<file path="src/rtl/share_gen.sv">
// share_gen: splits each secret word into two Boolean shares (X = secret ^ mask, Y = mask)
// and drives them, with a start pulse, to the first-order share reader.
// Revision 1.0
`default_nettype none

module share_gen #(
  parameter int                     BUSWIDTH     = 32,
  parameter int                     HOLD_CYCLES  = 2,
  parameter int                     DRAIN_CYCLES = 6,
  parameter logic [BUSWIDTH-1:0]    POLY         = 32'h80200003,
  parameter logic [BUSWIDTH-1:0]    RESET_SEED   = 32'h00000001
) (
  input  logic                clk_i,
  input  logic                rst_ni,
  input  logic [BUSWIDTH-1:0] data_i,
  input  logic                valid_i,
  output logic                ready_o,
  input  logic [BUSWIDTH-1:0] seed_i,
  input  logic                seed_we_i,
  output logic [BUSWIDTH-1:0] X_o,
  output logic [BUSWIDTH-1:0] Y_o,
  output logic                start_o,
  output logic                busy_o
);

  localparam logic [3:0] c_HOLD_M1  = 4'(HOLD_CYCLES - 1);
  localparam logic [3:0] c_DRAIN_M1 = 4'(DRAIN_CYCLES - 1);

  typedef enum logic [1:0] {
    S_IDLE  = 2'd0,
    S_DRIVE = 2'd1,
    S_DRAIN = 2'd2
  } state_t;

  state_t              r_state;
  logic [3:0]          r_cnt;
  logic [BUSWIDTH-1:0] r_lfsr;
  logic [BUSWIDTH-1:0] r_x;
  logic [BUSWIDTH-1:0] r_y;
  logic                r_start;
  logic                r_busy;
  logic                r_ready;

  logic [BUSWIDTH-1:0] w_seed_val;
  logic [BUSWIDTH-1:0] w_lfsr_base;
  logic [BUSWIDTH-1:0] w_mask;

  function automatic logic [BUSWIDTH-1:0] f_step(input logic [BUSWIDTH-1:0] s);
    return s[0] ? ((s >> 1) ^ POLY) : (s >> 1);
  endfunction

  // A zero seed would lock the LFSR, so it falls back to RESET_SEED.
  assign w_seed_val  = (seed_i == '0) ? RESET_SEED : seed_i;
  assign w_lfsr_base = seed_we_i ? w_seed_val : r_lfsr;
  assign w_mask      = f_step(w_lfsr_base);

  always_ff @(posedge clk_i or negedge rst_ni) begin
    if (!rst_ni) begin
      r_state <= S_IDLE;
      r_cnt   <= 4'd0;
      r_lfsr  <= RESET_SEED;
      r_x     <= '0;
      r_y     <= '0;
      r_start <= 1'b0;
      r_busy  <= 1'b0;
      r_ready <= 1'b1;
    end else begin
      case (r_state)
        S_IDLE: begin
          if (valid_i) begin
            r_lfsr  <= w_mask;
            r_x     <= data_i ^ w_mask;
            r_y     <= w_mask;
            r_start <= 1'b1;
            r_busy  <= 1'b1;
            r_ready <= 1'b0;
            r_cnt   <= c_HOLD_M1;
            r_state <= S_DRIVE;
          end else if (seed_we_i) begin
            r_lfsr <= w_seed_val;
          end
        end
        S_DRIVE: begin
          if (r_cnt == 4'd0) begin
            r_start <= 1'b0;
            r_cnt   <= c_DRAIN_M1;
            r_state <= S_DRAIN;
          end else begin
            r_cnt <= r_cnt - 4'd1;
          end
        end
        S_DRAIN: begin
          // Shares stay held here: the reader latches once more as start falls.
          if (r_cnt == 4'd0) begin
            r_x     <= '0;
            r_y     <= '0;
            r_busy  <= 1'b0;
            r_ready <= 1'b1;
            r_state <= S_IDLE;
          end else begin
            r_cnt <= r_cnt - 4'd1;
          end
        end
        default: begin
          r_state <= S_IDLE;
          r_start <= 1'b0;
          r_busy  <= 1'b0;
          r_ready <= 1'b1;
          r_x     <= '0;
          r_y     <= '0;
        end
      endcase
    end
  end

  assign X_o     = r_x;
  assign Y_o     = r_y;
  assign start_o = r_start;
  assign busy_o  = r_busy;
  assign ready_o = r_ready;

endmodule

`default_nettype wire

</file>
<file path="config.mk">
export PLATFORM = sky130hd
export DESIGN_NAME = share_gen
export DESIGN_NICKNAME = d
export VERILOG_FILES = /design/src/rtl/share_gen.sv
export SDC_FILE = /design/constraint.sdc
export NUM_CORES = 1
export LEC_CHECK = 0
export CAP_MARGIN = 30
export CORE_MARGIN = 3
export CORE_UTILIZATION = 45
export CTS_BUF_LIST = sky130_fd_sc_hd__clkbuf_8 sky130_fd_sc_hd__clkbuf_16
export DETAILED_ROUTE_END_ITERATION = 7
export PLACE_DENSITY = 0.84
export SKIP_LAST_GASP = 1
export SLEW_MARGIN = 10
export SYNTH_ARGS = -nofsm -noshare
export SYNTH_HDL_FRONTEND = slang
export SYNTH_SLANG_ARGS = --single-unit
</file>
<file path="constraint.sdc">
create_clock -name clk_i -period 1.91 [get_ports clk_i]
set_clock_uncertainty 0.1 [all_clocks]
set_input_delay 0.191 -clock clk_i [delete_from_list [all_inputs] [get_ports clk_i]]
set_output_delay 0.191 -clock clk_i [all_outputs]
set_load 0.1 [all_outputs]
</file>
==> impl.org <==
** Global route
- Global routing used 21.9% of the available tracks across all layers.
- Vias in the first global route :: about 4.5k
- Entering global routing, the biggest net connects 76 pins.
- Global routing finished with a remaining overflow of 0.
- The first global-routing pass estimated 22,900 um of wire.
- Number of antenna violations at the first check in global routing :: 0

** Floorplan
- Once the floorplan was initialized, standard cells occupied a little under half of the core.
- Number of standard-cell rows in the floorplan :: 39
- The floorplan step set the die width to 115 um.
- Io pins :: 135
- Die Height :: around 120 um
- The die covers around 13,000 um^2.
- Std-Cell Core Area :: ~12,000 um^2

** Finish
- The number of antenna diodes in the final layout is 0.
- Cells with a size suffix above 1 make up between 20% and 30% of the layout.
- For this run, the share of the core covered by cells in the final layout is 65.2%.
- Synthesis-to-layout area growth :: 40.3%
- Fillers :: 891
- Post-layout nets :: between 700 and 800

** Synthesis
- Cell count after synthesis :: 529
- Adder-cell share of the synthesized area :: 1.17%
- Ys flop type :: dfrtp_1
- For this run, asynchronously set or reset flops after synthesis account for between 90% and 100%.
- Share of the synthesized area in compound gates (AO/OA/AOI/OAI) :: roughly 17%
- Mux share of post-synthesis cell area :: between 9 and 10%
- Counting flops with a built-in enable in the synthesized netlist gives 0.
- Cell taking the most area after synthesis :: dfrtp_1
- In this run the biggest area consumer among cell types represents 48.1% of the synthesized area.
- The number of nets in the synthesized netlist is roughly 600.
- Register bit total from synthesis :: roughly 110
- Area fraction in and, or, nand and nor cells after synthesis :: 14.0%
- Synth warnings :: 0
- Summing the areas of all xor and xnor instances in the mapped netlist gives 6.17% of the synthesized area.
- Syn_area_per_cell :: 10.1 um^2
- After synthesis, the cell types taking the most area are dfrtp_1 (48%), o31ai_1 (7.4%), nand2_1 (7.1%), mux2_2 (4.6%), mux2i_1 (4.5%).
- Sequential area share after synthesis :: 49.1%
- Synth cell types :: 44
- After synthesis, the largest family of logic cells by area is compound AO/OA/AOI/OAI gates.
- Cell Area, Synth :: between 5000 and 6000 um^2

** Timing
- Setup repair after global routing could not meet its margin everywhere.
- Total negative setup slack :: -0.0132 ns
- In the finished design, the share of the clock period the worst path needs comes to 101%.
- Count of final max-slew check failures :: 0
- After layout, the worst setup slack is -0.0132 ns.
- Worst slew margin relative to its limit :: 62.8%
- Final count of negative-setup-slack endpoints :: 1
- Based on the critical path, the design can be clocked at up to ~520 MHz.
- Slew of the pin with the lowest slew margin :: 0.542 ns
- The smallest clock period supported by the final layout is computed as 1.92 ns.
- The number of hold-slack violations in the final timing report is 0.

** Routing
- The first TritonRoute pass finished after 5 iterations.
- After detailed routing, the number of remaining DRC violations is 0.
- Wirelength, routed :: 14,900 um
- WL per Instance :: roughly 18 um
- The detailed router placed about 4.6k vias in this run.
- For this block, the initial DRC count from the detailed router was 401.
- Using the TritonRoute via totals, the vias-per-cell ratio works out to ~5.4.
- The detail route stage leaves a number of antenna-violating nets equal to 0.

** Critical path
- The worst register-to-register path begins at r_cnt[0].
- Setup crit start kind :: primary input
- Max Fanout on Critical Path :: 3
- Reg2reg setup slack :: 0.04 ns
- Crit path max-delay cell type :: nor4_1
- STA classifies the critical path endpoint as a flip-flop.
- Walking the worst path, the cells encountered are clkdlybuf4s50_1 -> nor4_1 -> nand4_1 -> nor2_4 -> buf_4 -> o41ai_4 -> xor2_1 -> o21ai_1.
- Setup Crit Path Kind :: in2reg
- For the worst setup path, the data arrival time is 2.09 ns.
- Required time at the worst-slack endpoint :: 2.07 ns
- Number of cells on the worst reg-to-reg path :: 7
- FF-to-FF End :: X_o[21]
- Worst path max stage delay :: 0.45 ns

** Run status
- The checks that failed: setup timing.
- Status :: finished, violations left

** Clocking
- Clock root buffer :: clkbuf_16
- Clock insertion delay at the later pin of the skew report :: 0.34 ns
- CTS Buf Count :: 9
- TritonCTS built the clock tree.
- Register clock-pin slew on the reported worst setup and hold paths :: 0.07 ns
- In this run the number of H-tree levels came out at 3.
- Clock Path Buffers :: 2
- Total number of clock tree sinks :: 105

** Hold path
- Worst Hold Path EP :: r_state[1]
- Path class of the lowest-slack min-delay path :: in2reg
- Number of instances on the worst hold path :: 4
- Startpoint of the most critical hold path :: valid_i

** Place
- Placer's final routability congestion estimate :: 0.870
- In this run the tool buffered the top-level ports with 134 buffer cells.
- Once detailed placement completed, the half-perimeter wirelength came to a little over 10,000 um.
- Setup slack after placement :: -0.426 ns

** Flow run
- Maximum capacitance violations :: 0
stage by stage:
stage               instances  instance area (um^2)  hold slack [ns]
floorplan                 529                  5380           -0.205
global placement          814                  6970           0.0678
detailed placement        814                  6970           0.0743
CTS                       831                  7330            0.190
global route              835                  7510            0.209
finish                    835                  7510            0.177
worst max path at each step:
stage | from | endpoint | slack [ns] | cells after the start
floorplan | r_state[0] | X_o[13] | -0.02 | 11
global placement | seed_i[1] | X_o[0] | -0.38 | 7
detailed placement | seed_i[1] | X_o[0] | -0.43 | 7
CTS | r_state[0] | X_o[21] | -0.02 | 8
global route | r_state[1] | X_o[31] | -0.04 | 6
finish | seed_i[19] | X_o[21] | -0.01 | 8
layout make-up:
type,instances,area [um^2],area share [%]
Multi-Input combinational cell,379,2640,35.1
Sequential cell,105,2630,35.0
Timing Repair Buffer,186,1700,22.6
Clock buffer,9,225,3.00
Tap cell,143,179,2.38
Clock inverter,7,111,1.48
Inverter,6,25.0,0.333
kinds of logic after synthesis:
family / Yosys count
flops: 105
buf+inv: 45
simple gates: 165
mux: 46
xor+xnor: 36
fa+ha+maj: 5
compound gates: 127
critical path, delay by kind of cell:
kind            cells  cell delay, ns
compound gates      2            0.25
xor+xnor            1            0.17
buf+inv             2            0.57
simple gates        3            0.90
registers in the layout, indices dropped and copies added, names as in the netlist:
register	flops
ready_o	1
r_lfsr	32
start_o	1
X_o	32
r_cnt	4
r_state	2
busy_o	1
Y_o	32
cell usage after synthesis (2+ instances only):
cell type and number:
ha_1 5, a22oi_1 2, dfrtp_1 103, nand2b_1 17, a31o_2 16, nor2_2 2
buf_2 17, buf_4 2, nor4_1 8, mux2i_1 24, nand2_1 101, xor2_1 24
a31oi_1 3, o31ai_1 53, xnor2_1 11, o21ai_1 8, nor2b_1 18, inv_1 5
o21ai_0 21, dfstp_2 2, a21o_1 3, mux2_2 22, buf_1 5, a21oi_1 12
nand4_1 2, nor2_1 12, clkbuf_1 14
placed cells by master, fill, tap and decap left out, types with 2 or more instances in the layout:
cell type and n:
buf_4 108, dfrtp_1 103, nand2_1 101, clkdlybuf4s50_1 60, o31ai_1 49, mux2i_1 24, xor2_1 24, mux2_2 22
o21ai_0 21, nor2b_1 18, nand2b_1 17, a31o_2 16, a21oi_1 12, xnor2_1 11, nor2_1 11, clkbuf_16 10
o21ai_1 7, buf_12 7, inv_1 5, o31ai_2 4, nor4_1 4, dlymetal6s2s_1 4, nor4_2 3, a21o_1 3
ha_1 3, bufinv_16 3, inv_2 2, nor2_4 2, nand4_1 2, a31oi_1 2, a22oi_1 2, ha_4 2
buf_2 2, dfstp_2 2
what timing repair did:
action,in CTS,in global routing
endpoints found under the setup margin,19,70
cloned,0,2
endpoints found under the hold margin,28,0
buffers inserted,0,3
gates resized for setup,4,24
hold buffers,1,0
pin swaps,4,8
layer usage:
layer / part of all wire [%] / GRT usage, % / up-vias / routed length, um
met4: 1.8 / 6.96 / 0 / 271
met2: 50 / 36.9 / 162 / 7420
met1: 42 / 29.1 / 2203 / 6300
met3: 6.0 / 3.32 / 19 / 892
li1: - / - / 2166 / -
met5: 0 / 0 / - / 0
Power is left out: the tool's default activity adds up to more than one toggle a clock period on the data nets, which glitch-free logic cannot reach.
